==> src/rtl/mux_pkg.sv <==
// Shared widths and types for the registered 4:1 mux and its round-robin arbiter.
package mux_pkg;

    localparam int DATA_W = 64;
    localparam int N_SRC  = 4;
    localparam int SEL_W  = 2;

    typedef logic [SEL_W-1:0] sel_t;

endpackage

==> src/rtl/mux_arbiter_if.sv <==
// Bundle of the per-source handshake and the arbiter-to-mux signals.
// The master side feeds words and takes the mux-facing results; the slave side is the arbiter.
interface mux_arbiter_if #(
    parameter int DATA_W = mux_pkg::DATA_W
);
    import mux_pkg::*;

    logic [N_SRC-1:0]  in_valid;
    logic [N_SRC-1:0]  in_ready;
    logic [DATA_W-1:0] in_data0;
    logic [DATA_W-1:0] in_data1;
    logic [DATA_W-1:0] in_data2;
    logic [DATA_W-1:0] in_data3;
    logic              dn_ready;
    sel_t              ctrl;
    logic [DATA_W-1:0] buf_data0;
    logic [DATA_W-1:0] buf_data1;
    logic [DATA_W-1:0] buf_data2;
    logic [DATA_W-1:0] buf_data3;
    logic              out_valid;
    logic [N_SRC-1:0]  grant;

    modport master (
        output in_valid, in_data0, in_data1, in_data2, in_data3, dn_ready,
        input  in_ready, ctrl, buf_data0, buf_data1, buf_data2, buf_data3,
        input  out_valid, grant
    );

    modport slave (
        input  in_valid, in_data0, in_data1, in_data2, in_data3, dn_ready,
        output in_ready, ctrl, buf_data0, buf_data1, buf_data2, buf_data3,
        output out_valid, grant
    );

endinterface

==> src/rtl/mux_arbiter_rr_pick4.sv <==
// Combinational round-robin picker: first set request at or above prio, wrapping 3 to 0.
module rr_pick4
    import mux_pkg::*;
(
    input  logic [N_SRC-1:0] req,
    input  sel_t             prio,
    output logic [N_SRC-1:0] gnt,
    output sel_t             idx,
    output logic             any
);

    sel_t scan;

    // Walk the requests starting at prio and keep the first hit.
    always_comb begin
        gnt  = '0;
        idx  = '0;
        any  = 1'b0;
        scan = '0;
        for (int k = 0; k < N_SRC; k++) begin
            scan = prio + sel_t'(k);
            if (!any && req[scan]) begin
                gnt[scan] = 1'b1;
                idx       = scan;
                any       = 1'b1;
            end
        end
    end

endmodule

==> src/rtl/mux_arbiter.sv <==
// Buffers one word per source, grants one full buffer per cycle in round-robin order,
// and steers the downstream registered mux through ctrl and the buffer outputs.
module mux_arbiter #(
    parameter int DATA_W = mux_pkg::DATA_W
) (
    input  logic          clk,
    input  logic          rst,
    mux_arbiter_if.slave  bus
);
    import mux_pkg::*;

    logic [N_SRC-1:0]  buf_vld_q;
    logic [N_SRC-1:0]  buf_vld_d;
    logic [DATA_W-1:0] buf_data_q [N_SRC];
    logic [DATA_W-1:0] buf_data_d [N_SRC];
    logic [DATA_W-1:0] in_data    [N_SRC];
    sel_t              prio_q;
    sel_t              prio_d;
    sel_t              last_sel_q;
    sel_t              last_sel_d;
    logic              out_valid_q;
    logic              out_valid_d;

    logic [N_SRC-1:0]  req;
    logic [N_SRC-1:0]  gnt;
    logic [N_SRC-1:0]  in_ready;
    logic [N_SRC-1:0]  in_xfer;
    sel_t              idx;
    logic              any;

    assign in_data[0] = bus.in_data0;
    assign in_data[1] = bus.in_data1;
    assign in_data[2] = bus.in_data2;
    assign in_data[3] = bus.in_data3;

    // Only full buffers compete, and nothing is granted while downstream is stalled.
    assign req = buf_vld_q & {N_SRC{bus.dn_ready}};

    rr_pick4 u_pick (
        .req  (req),
        .prio (prio_q),
        .gnt  (gnt),
        .idx  (idx),
        .any  (any)
    );

    // A granted buffer is drained this edge, so it may refill at the same time.
    assign in_ready = ~buf_vld_q | gnt;
    assign in_xfer  = bus.in_valid & in_ready;

    assign bus.in_ready  = in_ready;
    assign bus.grant     = gnt;
    assign bus.ctrl      = any ? idx : last_sel_q;
    assign bus.out_valid = out_valid_q;
    assign bus.buf_data0 = buf_data_q[0];
    assign bus.buf_data1 = buf_data_q[1];
    assign bus.buf_data2 = buf_data_q[2];
    assign bus.buf_data3 = buf_data_q[3];

    // Next buffer contents, round-robin pointer, held select and output-valid.
    always_comb begin
        buf_vld_d   = buf_vld_q;
        prio_d      = prio_q;
        last_sel_d  = last_sel_q;
        out_valid_d = any;
        for (int i = 0; i < N_SRC; i++) begin
            buf_data_d[i] = buf_data_q[i];
            if (in_xfer[i]) begin
                buf_data_d[i] = in_data[i];
                buf_vld_d[i]  = 1'b1;
            end else if (gnt[i]) begin
                buf_vld_d[i]  = 1'b0;
            end
        end
        if (any) begin
            prio_d     = idx + sel_t'(1);
            last_sel_d = idx;
        end
    end

    // State registers; reset drops any buffered words.
    always_ff @(posedge clk or posedge rst) begin
        if (rst) begin
            buf_vld_q   <= '0;
            prio_q      <= '0;
            last_sel_q  <= '0;
            out_valid_q <= 1'b0;
            for (int i = 0; i < N_SRC; i++) begin
                buf_data_q[i] <= '0;
            end
        end else begin
            buf_vld_q   <= buf_vld_d;
            prio_q      <= prio_d;
            last_sel_q  <= last_sel_d;
            out_valid_q <= out_valid_d;
            for (int i = 0; i < N_SRC; i++) begin
                buf_data_q[i] <= buf_data_d[i];
            end
        end
    end

endmodule

==> src/flat_wrapper.sv <==
// flat-port wrapper written by rule: the top's interface ports become plain ports
module mux_arbiter_flat import mux_pkg::*;
#(
    parameter int DATA_W = mux_pkg::DATA_W
)
  (clk, rst, bus_in_valid, bus_in_data0, bus_in_data1, bus_in_data2, bus_in_data3, bus_dn_ready, bus_in_ready, bus_ctrl, bus_buf_data0, bus_buf_data1, bus_buf_data2, bus_buf_data3, bus_out_valid, bus_grant);
  mux_arbiter_if #(.DATA_W(DATA_W)) bus_i ();
  input  logic clk;
  input  logic rst;
  input wire logic [$bits(bus_i.in_valid)-1:0] bus_in_valid;
  input wire logic [$bits(bus_i.in_data0)-1:0] bus_in_data0;
  input wire logic [$bits(bus_i.in_data1)-1:0] bus_in_data1;
  input wire logic [$bits(bus_i.in_data2)-1:0] bus_in_data2;
  input wire logic [$bits(bus_i.in_data3)-1:0] bus_in_data3;
  input wire logic [$bits(bus_i.dn_ready)-1:0] bus_dn_ready;
  output wire logic [$bits(bus_i.in_ready)-1:0] bus_in_ready;
  output wire logic [$bits(bus_i.ctrl)-1:0] bus_ctrl;
  output wire logic [$bits(bus_i.buf_data0)-1:0] bus_buf_data0;
  output wire logic [$bits(bus_i.buf_data1)-1:0] bus_buf_data1;
  output wire logic [$bits(bus_i.buf_data2)-1:0] bus_buf_data2;
  output wire logic [$bits(bus_i.buf_data3)-1:0] bus_buf_data3;
  output wire logic [$bits(bus_i.out_valid)-1:0] bus_out_valid;
  output wire logic [$bits(bus_i.grant)-1:0] bus_grant;
  assign bus_i.in_valid = bus_in_valid;
  assign bus_i.in_data0 = bus_in_data0;
  assign bus_i.in_data1 = bus_in_data1;
  assign bus_i.in_data2 = bus_in_data2;
  assign bus_i.in_data3 = bus_in_data3;
  assign bus_i.dn_ready = bus_dn_ready;
  assign bus_in_ready = bus_i.in_ready;
  assign bus_ctrl = bus_i.ctrl;
  assign bus_buf_data0 = bus_i.buf_data0;
  assign bus_buf_data1 = bus_i.buf_data1;
  assign bus_buf_data2 = bus_i.buf_data2;
  assign bus_buf_data3 = bus_i.buf_data3;
  assign bus_out_valid = bus_i.out_valid;
  assign bus_grant = bus_i.grant;
  mux_arbiter #(.DATA_W(DATA_W)) u_core (.clk(clk), .rst(rst), .bus(bus_i));
endmodule
==> config.mk <==
export PLATFORM = sky130hd
export DESIGN_NAME = mux_arbiter_flat
export DESIGN_NICKNAME = d
export VERILOG_FILES = /design/src/rtl/mux_pkg.sv /design/src/rtl/mux_arbiter_if.sv /design/src/rtl/mux_arbiter_rr_pick4.sv /design/src/rtl/mux_arbiter.sv /design/src/flat_wrapper.sv
export SDC_FILE = /design/constraint.sdc
export NUM_CORES = 1
export LEC_CHECK = 0
export ABC_AREA = 1
export BUFFER_PORTS_ARGS = -buffer_cell sky130_fd_sc_hd__buf_2
export CORE_AREA = 3 3 204 206
export DETAILED_ROUTE_END_ITERATION = 7
export DIE_AREA = 0 0 207 209
export GPL_TIMING_DRIVEN = 0
export PLACE_DENSITY = 0.59
export SLEW_MARGIN = 30
export SYNTH_ARGS = -nofsm -noshare
export SYNTH_HDL_FRONTEND = slang
export SYNTH_SLANG_ARGS = --single-unit
==> constraint.sdc <==
create_clock -name clk -period 11.85 [get_ports clk]
set_input_delay 3.555 -clock clk [delete_from_list [all_inputs] [get_ports clk]]
set_output_delay 3.555 -clock clk [all_outputs]
set_load 0.05 [all_outputs]
# Word-level counts from Yosys, hierarchy flattened
# Index checks and enable logic that the tools add are counted.
dict set report totals {
  word_cells 81
  input_bits 263
  regBits 265
}
dict set report op_classes {
  magnitude_cmp 8
  mux 37
  n_bitwise 7
  reduce_logical 14
  addsub 4
}
# op n
set ops {}
lappend ops {{two-way mux 1 bit} 20}
lappend ops {{two-way mux 4 bit} 4}
lappend ops {{OR 4 bit} 4}
lappend ops {{less-than comparator 2 x 3 -> 1 bit, second input constant} 4}
lappend ops {{two-way mux 2 bit} 5}
lappend ops {{bitwise AND 4 bit} 2}
lappend ops {{binary-select mux 1 bit (select 2 bit)} 4}
lappend ops {{demux 1 bit (select 2 bit)} 4}
lappend ops {{greater-or-equal comparator 2 x 1 -> 1 bit, second input constant} 4}
lappend ops {{nonzero test 2 bit} 4}
lappend ops {{logical AND 1 bit} 7}
lappend ops {{adder 2 x 1 -> 2 bit, second input constant} 2}
lappend ops {{adder 2 bit, second input constant} 2}
lappend ops {{NOT 4 bit} 1}
lappend ops {{logical NOT 1 bit} 3}

# Longest topological paths before layout
# Gate-level depths: netlist of the first run.
dict set report depth {
  ltp_word 16
  ltp_mapped 15
  depth_no_buf 12
}

# By module
# A second synthesis of the first run with hierarchy kept.
dict set report unflattened {
  cells_unflattened 1230
  hier_area_um2 10961.8
}
# mod area_each_um2 cells_per_inst seq_area_each_um2 instances
set by_module_without_submodules {}
lappend by_module_without_submodules {mux_arbiter 10521.3 1156 6631.4 1}
lappend by_module_without_submodules {rr_pick4 440.4 74 0.0 1}

# Worst setup path after synthesis of the first run
# No wires, ideal clock.
dict set report synth_timing {
  path_type {in2out}
  startpoint {in bus_dn_ready}
  endpoint {out bus_ctrl[0]}
  n_path_buf 1
  setup_slack_ps 3409
  required_time_ps 8295
  arrival_time_ps 4886
  path_stages 10
  path_cell_list {buf_2 nand3_1 nand2_1 nand2_1 nand2_2 nor2_4 nand2_1 nor2_1 nand2_1 nand3_1}
}
dict set report synth_via {
  elab_chain_cells 14
  elab_cells_between_ends 24
  cone_classes {17 x mux; 1 x bitwise; 6 x reduce/logical}
}
# item line_no
set synth_lines {}
lappend synth_lines {{from (decl)} flat_wrapper.sv:15} ;# input wire logic [$bits(bus_i.dn_ready)-1:0] bus_dn_ready;
lappend synth_lines {{bitwise AND 4 bit (*)} mux_arbiter.sv:37} ;# assign req = buf_vld_q & {N_SRC{bus.dn_ready}};
lappend synth_lines {{binary-select mux 1 bit (select 2 bit)} mux_arbiter_rr_pick4.sv:22} ;# if (!any && req[scan]) begin
lappend synth_lines {{two-way mux 1 bit (implied by the code)} mux_arbiter_rr_pick4.sv:22}
lappend synth_lines {{two-way mux 1 bit} mux_arbiter_rr_pick4.sv:22}
lappend synth_lines {{logical NOT 1 bit} mux_arbiter_rr_pick4.sv:22}
lappend synth_lines {{logical AND 1 bit} mux_arbiter_rr_pick4.sv:22}
lappend synth_lines {{two-way mux 1 bit} mux_arbiter_rr_pick4.sv:22}
lappend synth_lines {{logical NOT 1 bit} mux_arbiter_rr_pick4.sv:22}
lappend synth_lines {{logical AND 1 bit} mux_arbiter_rr_pick4.sv:22}
lappend synth_lines {{two-way mux 1 bit} mux_arbiter_rr_pick4.sv:22}
lappend synth_lines {{logical NOT 1 bit} mux_arbiter_rr_pick4.sv:22}
lappend synth_lines {{logical AND 1 bit} mux_arbiter_rr_pick4.sv:22}
lappend synth_lines {{two-way mux 2 bit or two-way mux 1 bit (tied branches)} mux_arbiter_rr_pick4.sv:22}
lappend synth_lines {{two-way mux 2 bit (*)} n/a}
lappend synth_lines {{to (decl)} flat_wrapper.sv:17} ;# output wire logic [$bits(bus_i.ctrl)-1:0] bus_ctrl;
# Every way passes the cells marked *; elsewhere a longest branch is shown, timed or not. The select of a mux whose other input is x is not followed.

# Worst setup path after layout of the first run
dict set report layout_timing {
  startpoint {in bus_dn_ready}
  endpoint {out bus_in_ready[3]}
}
dict set report layout_via {
  elab_chain_cells 14
  elab_cells_between_ends 26
  cone_classes {15 x mux; 5 x bitwise; 6 x reduce/logical}
}
# item line_no
set layout_lines {}
lappend layout_lines {{bitwise AND 4 bit (*)} mux_arbiter.sv:37}
lappend layout_lines {{binary-select mux 1 bit (select 2 bit)} mux_arbiter_rr_pick4.sv:22}
lappend layout_lines {{two-way mux 1 bit (implied by the code)} mux_arbiter_rr_pick4.sv:22}
lappend layout_lines {{two-way mux 1 bit} mux_arbiter_rr_pick4.sv:22}
lappend layout_lines {{logical NOT 1 bit} mux_arbiter_rr_pick4.sv:22}
lappend layout_lines {{logical AND 1 bit} mux_arbiter_rr_pick4.sv:22}
lappend layout_lines {{two-way mux 1 bit} mux_arbiter_rr_pick4.sv:22}
lappend layout_lines {{logical NOT 1 bit} mux_arbiter_rr_pick4.sv:22}
lappend layout_lines {{logical AND 1 bit} mux_arbiter_rr_pick4.sv:22}
lappend layout_lines {{two-way mux 1 bit} mux_arbiter_rr_pick4.sv:22}
lappend layout_lines {{logical NOT 1 bit} mux_arbiter_rr_pick4.sv:22}
lappend layout_lines {{logical AND 1 bit} mux_arbiter_rr_pick4.sv:22}
lappend layout_lines {{two-way mux 4 bit (*)} mux_arbiter_rr_pick4.sv:22}
lappend layout_lines {{OR 4 bit (*)} mux_arbiter.sv:48} ;# assign in_ready = ~buf_vld_q | gnt;
lappend layout_lines {{to (decl)} flat_wrapper.sv:16} ;# output wire logic [$bits(bus_i.in_ready)-1:0] bus_in_ready;
# Marks and branches as above.

==> results.ini, run 1 <==
[sta]
rsz0062_at_grt=no
max-slew-margin-rel=0.641
finClkSkew_ps=22.6
fmax_mhz=112
tightestPinTransition_ps=538
maxSlewViolCount=0
finalCritPeriodShare=0.753
setup_viol=0
hold_viol_final=0
period_minus_slack_ps=8920

[run]
maxCapViolCount=0

[layout]
fill_cells=4167
area_delta_synth_final_pct=39.2
stdcell_count=2348
fin_area_um2=15400
multiInputGateArea_um2=3790
nNetsFinal=2071
drive_above_1_share=0.357
seq_area_um2=6630
utilization=0.386

[floorplan]
fp.dieW_um=207
io_pins=530
initial_core_util=0.277
core_area_um2=39800
dieArea_um2=43300
rows=73
die_h_um=209

[grt]
grt_pass1_vias=10600
groute.usage.overall=0.167
grt_max_degree=82
antenna_found_initial=5
grt_overflow_total=0
grt_pass1_wl_um=59300

[clock_tree]
post_cts_buffers=0
cts_made_buffers=30
cts_resized=0
clk_path_buf_depth=3
clkTransAtPathRegs_ps=50
h-tree-depth=1
cts_tree=yes
holdBufCountCts=0
cts_num_sinks=265
clock_latency_ps=570
cts-root-buf=clkbuf_16

[logic_synthesis]
synthesis.area_um2=11000
synth_edf_count=0
synth.top_cell.area_share=0.601
synth.distinct_cells=19
yosys_warnings=0
ys.flop_type=dfrtp_1
ys_ff_latch=265
synth_cells=1237
syn_area_per_cell_um2=8.93
synthTopCellsByArea=dfrtp_1, nand2_1, nand3_1
yosysSeqAreaShare=0.601
syn-num-nets=1507
async_flop_share=1.00
synth_largest_area_cell=dfrtp_1

[placed_design]
dp_cells=2294
hpwl_um=29100
io_buffers=529
place_congestion=0.838
postPlaceCellArea_um2=14400

[setup_path]
crit_type=in -> out
critPathRequiredTime_ps=8300
crit_arrival_ps=5370
cp_max_fo=10
worst_setup_path_start_kind=primary input
cp-end-kind=output pin

[worst_hold_path]
min_path_type=reg -> reg

[detailed_routing]
ant_nets=0
via_count=10600
remaining_drc_errors=0
finalWirelength_um=38200
routedWlPerCell_um=16.2
firstDrtPassIters=5
viasPerCell=4.52
first_iter_violations=735

[status]
status=complete, no violations

layer usage:
| metal | vias up | routed length, um | GRT usage |
|---|---|---|---|
| li1 | 5105 | - | - |
| met1 | 5016 | 15900 | 0.209 |
| met2 | 418 | 18500 | 0.285 |
| met3 | 63 | 2870 | 0.0483 |
| met4 | 4 | 899 | 0.0403 |
| met5 | - | 25 | 0 |
layout by cell type (no fill, tap or decap), types with 7 or more instances in the layout:
master and instances:
nand2_1 555, buf_2 554, nand3_1 280, dfrtp_1 265, clkbuf_1 36, clkbuf_16 31
buf_6 27, nor2_1 11, inv_1 8, ha_1 7
sequential cells by signal, summed over array words and instances (netlist names):
signal / cells
u_core.last_sel_q: 2
u_core.bus.buf_data2: 64
u_core.bus.out_valid: 1
u_core.buf_vld_q: 4
u_core.bus.buf_data3: 64
u_core.bus.buf_data0: 64
u_core.prio_q: 2
u_core.bus.buf_data1: 64
area by class of cell:
type                       count  area share
antenna                        2    0.000326
buffer                        86      0.0377
clock buffer                  45      0.0578
clock inverter                 7     0.00252
inverter                      11     0.00318
multi-input combinational    875       0.247
sequential                   265       0.432
tap                          525      0.0427
timing repair buffer         532       0.178
per-stage QoR:
step	TNS (ps)	setup slack (ps)	hold WS [ps]
floorplan	0	998	612
global placement	-624940	-2390	450
detailed placement	0	2900	453
CTS	0	2890	467
global route	0	2780	482
finish	0	2930	464
worst max-delay path: stages:
cell and delay (ps):
buf_2 110, buf_2 170, nand2_1 70, nand2_1 70
nand3_2 100, nand2_2 120, nor2_4 230, nand4_1 190
nand3_2 180, buf_2 240, buf_2 310
Yosys cell counts, types with 2 or more instances:
cell        n
buf_2      25
clkbuf_1   28
nand2_2     6
nand3_2     6
inv_2       2
nand3_1   280
ha_1        7
inv_1       9
nor2_1     11
buf_6      27
nand4_1     5
nand2_1   555
buf_4       6
dfrtp_1   265
final timing paths:
kind / slack [ps] / cells past startpoint / endpoint / start
max reg2reg: 9010 / 13 / u_core.bus.buf_data2[12]$_DFFE_PP0P_ / u_core.prio_q[0]$_DFFE_PP0N_
min in group asynchronous: 2970 / 2 / u_core.bus.buf_data3[51]$_DFFE_PP0P_ / rst
min reg2reg: 460 / 2 / u_core.bus.buf_data2[8]$_DFFE_PP0P_ / u_core.bus.buf_data2[8]$_DFFE_PP0P_
max: 2930 / 11 / bus_in_ready[3] / bus_dn_ready
min: 460 / 2 / u_core.bus.buf_data2[8]$_DFFE_PP0P_ / u_core.bus.buf_data2[8]$_DFFE_PP0P_
max in group asynchronous: 7790 / 4 / u_core.bus.buf_data0[57]$_DFFE_PP0P_ / rst
logic make-up after synthesis:
kind of cell,Yosys count,share of synthesized area
adders and majority gates,7,0.00793
and+or+nand+nor,866,0.334
buffers and inverters,97,0.0562
DFF,265,0.601
AOI/OAI and AO/OA,2,0.000906
Power of run 1 is not shown: default switching activity piles up to over one toggle a cycle in this logic, so the estimate is an artifact.
==> run 2: changes to the inputs <==
Settings changed: ABC_AREA 1 to 0, CORE_AREA 3 3 204 206 to 3 3 206 208, DIE_AREA 0 0 207 209 to 0 0 209 211.
Clock period 11.85 ns to 8.51 ns, I/O delays scaled along.
==> results.ini, run 2 <==
[worst_hold_path]
hold_depth=2
min_path_type=reg -> reg
hp-start=u_core.last_sel_q[1]$_DFF_PP0_
hold-path-endpoint=u_core.last_sel_q[1]$_DFF_PP0_

[layout]
nNetsFinal=1488
area_delta_synth_final_pct=41.0
fill_cells=3916
seq_area_um2=6630
final_common_cell=buf_2
drive_above_1_share=0.713
multiInputGateArea_um2=4170
final_cell_mix=buf_2, dfrtp_1, mux2_4, mux2_2, clkbuf_16
fin_area_um2=15800
diodes=0

[logic_synthesis]
synthAdderAreaFrac=0.00783
synth_common_cells=dfrtp_1, mux2_4, mux2_2, nand2_1, buf_6
yosys.area_share.simple=0.0205
ys.flop_type=dfrtp_1
synthMuxAreaShare=0.329
synth_cells=648
synth-xor-area-share=0.000783
synth_top_family_by_area=multiplexers
ys_ff_latch=265
synthTopCellsByArea=dfrtp_1, mux2_4, mux2_2
synth_compound_area_frac=0.0148
synth.distinct_cells=39
synth_largest_area_cell=dfrtp_1
yosys_warnings=0
synth_edf_count=0
syn-num-nets=918
post-synth-top-count-cell=dfrtp_1
synth.top_cell.area_share=0.593
yosysSeqAreaShare=0.593
synthesis.area_um2=11200
async_flop_share=1.00
syn_area_per_cell_um2=17.3

[grt]
groute.usage.overall=0.136
antenna_found_initial=1
grt_max_degree=32
grt_pass1_wl_um=47700
grt_overflow_total=0
grt_pass1_vias=7970

[setup_path]
cp-end-kind=output pin
worst_setup_path_start_kind=primary input
critPathSlowestCell=o22ai_1
critPathMaxStageDelay_ps=440
rr_startpoint=u_core.prio_q[0]$_DFFE_PP0N_
startpoint=bus_dn_ready
cp_max_fo=10
cp_cell_sequence=clkbuf_1 -> nand2_1 -> o22ai_1 -> a31oi_1 -> o2bb2ai_1 -> a21o_1 -> buf_2
crit_arrival_ps=4300
r2r_end=u_core.bus.buf_data1[17]$_DFFE_PP0P_
critPathRequiredTime_ps=5960
crit_type=in -> out
r2r_cells=11
r2r_slack_ps=4980

[clock_tree]
clkTransAtPathRegs_ps=60
clk_path_buf_depth=3
cts_resized=0
cts-root-buf=clkbuf_16
post_cts_buffers=0
clock_latency_ps=570
cts_num_sinks=265
h-tree-depth=1
cts_made_buffers=30
cts_tree=yes
holdBufCountCts=0

[detailed_routing]
finalWirelength_um=31600
firstDrtPassIters=4
viasPerCell=4.21
first_iter_violations=279
ant_nets=0
routedWlPerCell_um=17.8
via_count=7474
remaining_drc_errors=0

[floorplan]
dieArea_um2=44100
die_h_um=211
rows=74
core_area_um2=40700
initial_core_util=0.275
fp.dieW_um=209
io_pins=530

[sta]
finalCritPeriodShare=0.805
setup_viol=0
fmax_mhz=146
rsz0062_at_grt=no
period_minus_slack_ps=6850
fin_hold_ws_ps=468
tightestPinTransition_ps=594
hold_viol_final=0
tns_ps=0
maxSlewViolCount=0
max-slew-margin-rel=0.603
finClkSkew_ps=20.6

[placed_design]
postPlaceCellArea_um2=14700
place_congestion=0.757
io_buffers=528
hpwl_um=24600

[run]
maxCapViolCount=0

[status]
status=complete, no violations

[run 2: changes by cell type after synthesis, sizes merged, moves of 3 or more]
cell / delta
mux4: +3
clkbuf: -24
mux2: +258
nand4: -5
nand2: -541
buf: -29
nor2: -5
nand2b: +7
o21ai: +3
nand3: -282
mux2i: +3
a31o: +6
[run 2: worst max-delay path by stage]
stage | endpoint | slack (ps) | cells after the start
floorplan | bus_in_ready[1] | 1970 | 6
global placement | u_core.bus.buf_data3[59]$_DFFE_PP0P_ | 720 | 2
detailed placement | bus_ctrl[0] | 1650 | 7
CTS | bus_ctrl[0] | 1660 | 7
global route | bus_ctrl[1] | 1480 | 7
finish | bus_ctrl[0] | 1660 | 7
[run 2: worst max-delay path: cells and delay by family]
family	cells	cell delay, ps
compound gates	4	980
simple gates	1	160
buf+inv	2	600
[run 2: metal layers]
layer	share of wire	GRT usage	wire, um
met1	0.40	0.168	12700
met2	0.49	0.229	15600
met3	0.081	0.0454	2580
met4	0.025	0.0346	802
met5	0.00032	0	10
[run 2: per-stage QoR]
step	setup WS [ps]	util	cells
2_1_floorplan	1970	-	648
3_3_place_gp	716	0.356	1708
3_5_place_dp	1650	0.361	1718
4_1_cts	1660	0.387	1774
5_1_grt	1480	0.387	1774
6_report	1660	0.387	1774
[run 2: cell type report]
class | instances | share of cell area
clock inverter | 15 | 0.0111
inverter | 9 | 0.00238
sequential | 265 | 0.420
multi-input combinational | 341 | 0.264
buffer | 33 | 0.0224
clock buffer | 41 | 0.0560
tap | 532 | 0.0422
timing repair buffer | 538 | 0.181
[run 2: logic make-up (layout without fill, tap and decap cells)]
| kind of cell | after synthesis | count (layout) |
|---|---|---|
| DFF | 265 | 265 |
| and+or+nand+nor | 47 | 47 |
| adders and majority gates | 7 | 7 |
| muxes | 264 | 264 |
| AOI/OAI and AO/OA | 22 | 22 |
| buffers and inverters | 42 | 636 |
| xor gates and xnor gates | 1 | 1 |
Power of run 2 is left out for the same reason.
==> run 3: changes to the inputs <==
Settings changed: PLACE_DENSITY 0.59 to 0.61.
Clock period 8.51 ns to 5.8 ns, I/O delays scaled along.
==> results.ini, run 3 (synthesis results as in run 2) <==
[setup_path]
startpoint=u_core.prio_q[0]$_DFFE_PP0N_
crit_type=reg -> out
r2r_slack_ps=2220
crit_arrival_ps=3550
critPathRequiredTime_ps=4060
cp-end-kind=output pin
r2r_end=u_core.bus.buf_data0[57]$_DFFE_PP0P_
cp_max_fo=10
rr_startpoint=u_core.prio_q[0]$_DFFE_PP0N_
r2r_cells=11
worst_setup_path_start_kind=flop

[sta]
rsz0062_at_grt=no
max-slew-margin-rel=0.640
finClkSkew_ps=15.4
period_minus_slack_ps=5290
tightestPinTransition_ps=535
fmax_mhz=189
finalCritPeriodShare=0.912
maxSlewViolCount=0
hold_viol_final=0
setup_viol=0

[grt]
grt_pass1_wl_um=47900
antenna_found_initial=2
groute.usage.overall=0.135
grt_overflow_total=0
grt_pass1_vias=8222
grt_max_degree=30

[layout]
multiInputGateArea_um2=4170
drive_above_1_share=0.709
fill_cells=3947
nNetsFinal=1488
seq_area_um2=6630
area_delta_synth_final_pct=40.5
final_cell_mix=buf_2, dfrtp_1, mux2_4, mux2_2, clkbuf_16
fin_area_um2=15700
utilization=0.386
final_common_cell=buf_2

[detailed_routing]
remaining_drc_errors=0
viasPerCell=4.19
routedWlPerCell_um=17.6
first_iter_violations=395
via_count=7429
finalWirelength_um=31200
firstDrtPassIters=4
ant_nets=0

[floorplan]
die_h_um=211
fp.dieW_um=209
initial_core_util=0.275
io_pins=530
dieArea_um2=44100
core_area_um2=40700
rows=74

[worst_hold_path]
hold_depth=1
hold-path-endpoint=u_core.last_sel_q[0]$_DFF_PP0_
min_path_type=reg -> reg
hp-start=u_core.last_sel_q[0]$_DFF_PP0_

[clock_tree]
clock_latency_ps=550
holdBufCountCts=0
cts-root-buf=clkbuf_16
post_cts_buffers=0
cts_tree=yes
clk_path_buf_depth=3
h-tree-depth=1
cts_resized=0
cts_made_buffers=30
clkTransAtPathRegs_ps=50
cts_num_sinks=265

[placed_design]
hpwl_um=24400
place_congestion=0.813
io_buffers=528
postPlaceCellArea_um2=14700

[run]
maxCapViolCount=0

[status]
status=complete, no violations

[run 3: cell types whose count changed in the layout (fill, tap and decap cells not counted), sizes merged]
cell	delta
diode	+1
clkinv	-3
inv	-2
clkbuf	+7
bufinv	-2
[run 3: critical path, cell delays in order (launching register included)]
cell     delay [ps]
dfrtp_1         470
buf_4           230
inv_1           130
ha_1            310
buf_6           130
mux4_2          560
nor3_1          500
nand2_1         230
nand3_1         150
buf_2           290
[run 3: how the worst max path moves through the flow]
| stage | end | slack, ps | cells after the start |
|---|---|---|---|
| after floorplan | u_core.buf_vld_q[0]$_DFFE_PP0P_ | 560 | 1 |
| after global placement | u_core.bus.buf_data3[14]$_DFFE_PP0P_ | -1070 | 2 |
| after detailed placement | bus_ctrl[0] | 620 | 7 |
| after CTS | bus_in_ready[1] | 500 | 9 |
| after global routing | bus_in_ready[1] | 270 | 9 |
| final | bus_in_ready[1] | 510 | 9 |
[run 3: metal layers]
layer	vias to the layer above	GRT usage	part of all wire
met3	49	0.0377	0.081
li1	3418	-	-
met1	3659	0.167	0.39
met4	2	0.0383	0.022
met5	-	0	0.00045
met2	301	0.232	0.50
[run 3: stage by stage]
stage	setup WS [ps]	instances	hold WS (ps)	setup TNS, ps
floorplan	562	648	718	0
global route	270	1775	504	0
detailed placement	616	1718	470	0
CTS	502	1774	484	0
global placement	-1070	1708	453	-273580
finish	509	1775	477	0
[run 3: cell type report]
| type | count | share of cell area |
|---|---|---|
| diodes | 1 | 0.000159 |
| well taps | 532 | 0.0424 |
| plain buffers | 33 | 0.0225 |
| clock buffers | 48 | 0.0592 |
| repair buffers | 538 | 0.181 |
| clock inverters | 8 | 0.00478 |
| flip-flops and latches | 265 | 0.422 |
| inverters | 9 | 0.00239 |
| multi-input cells | 341 | 0.265 |
Power of run 3 is left out for the same reason.
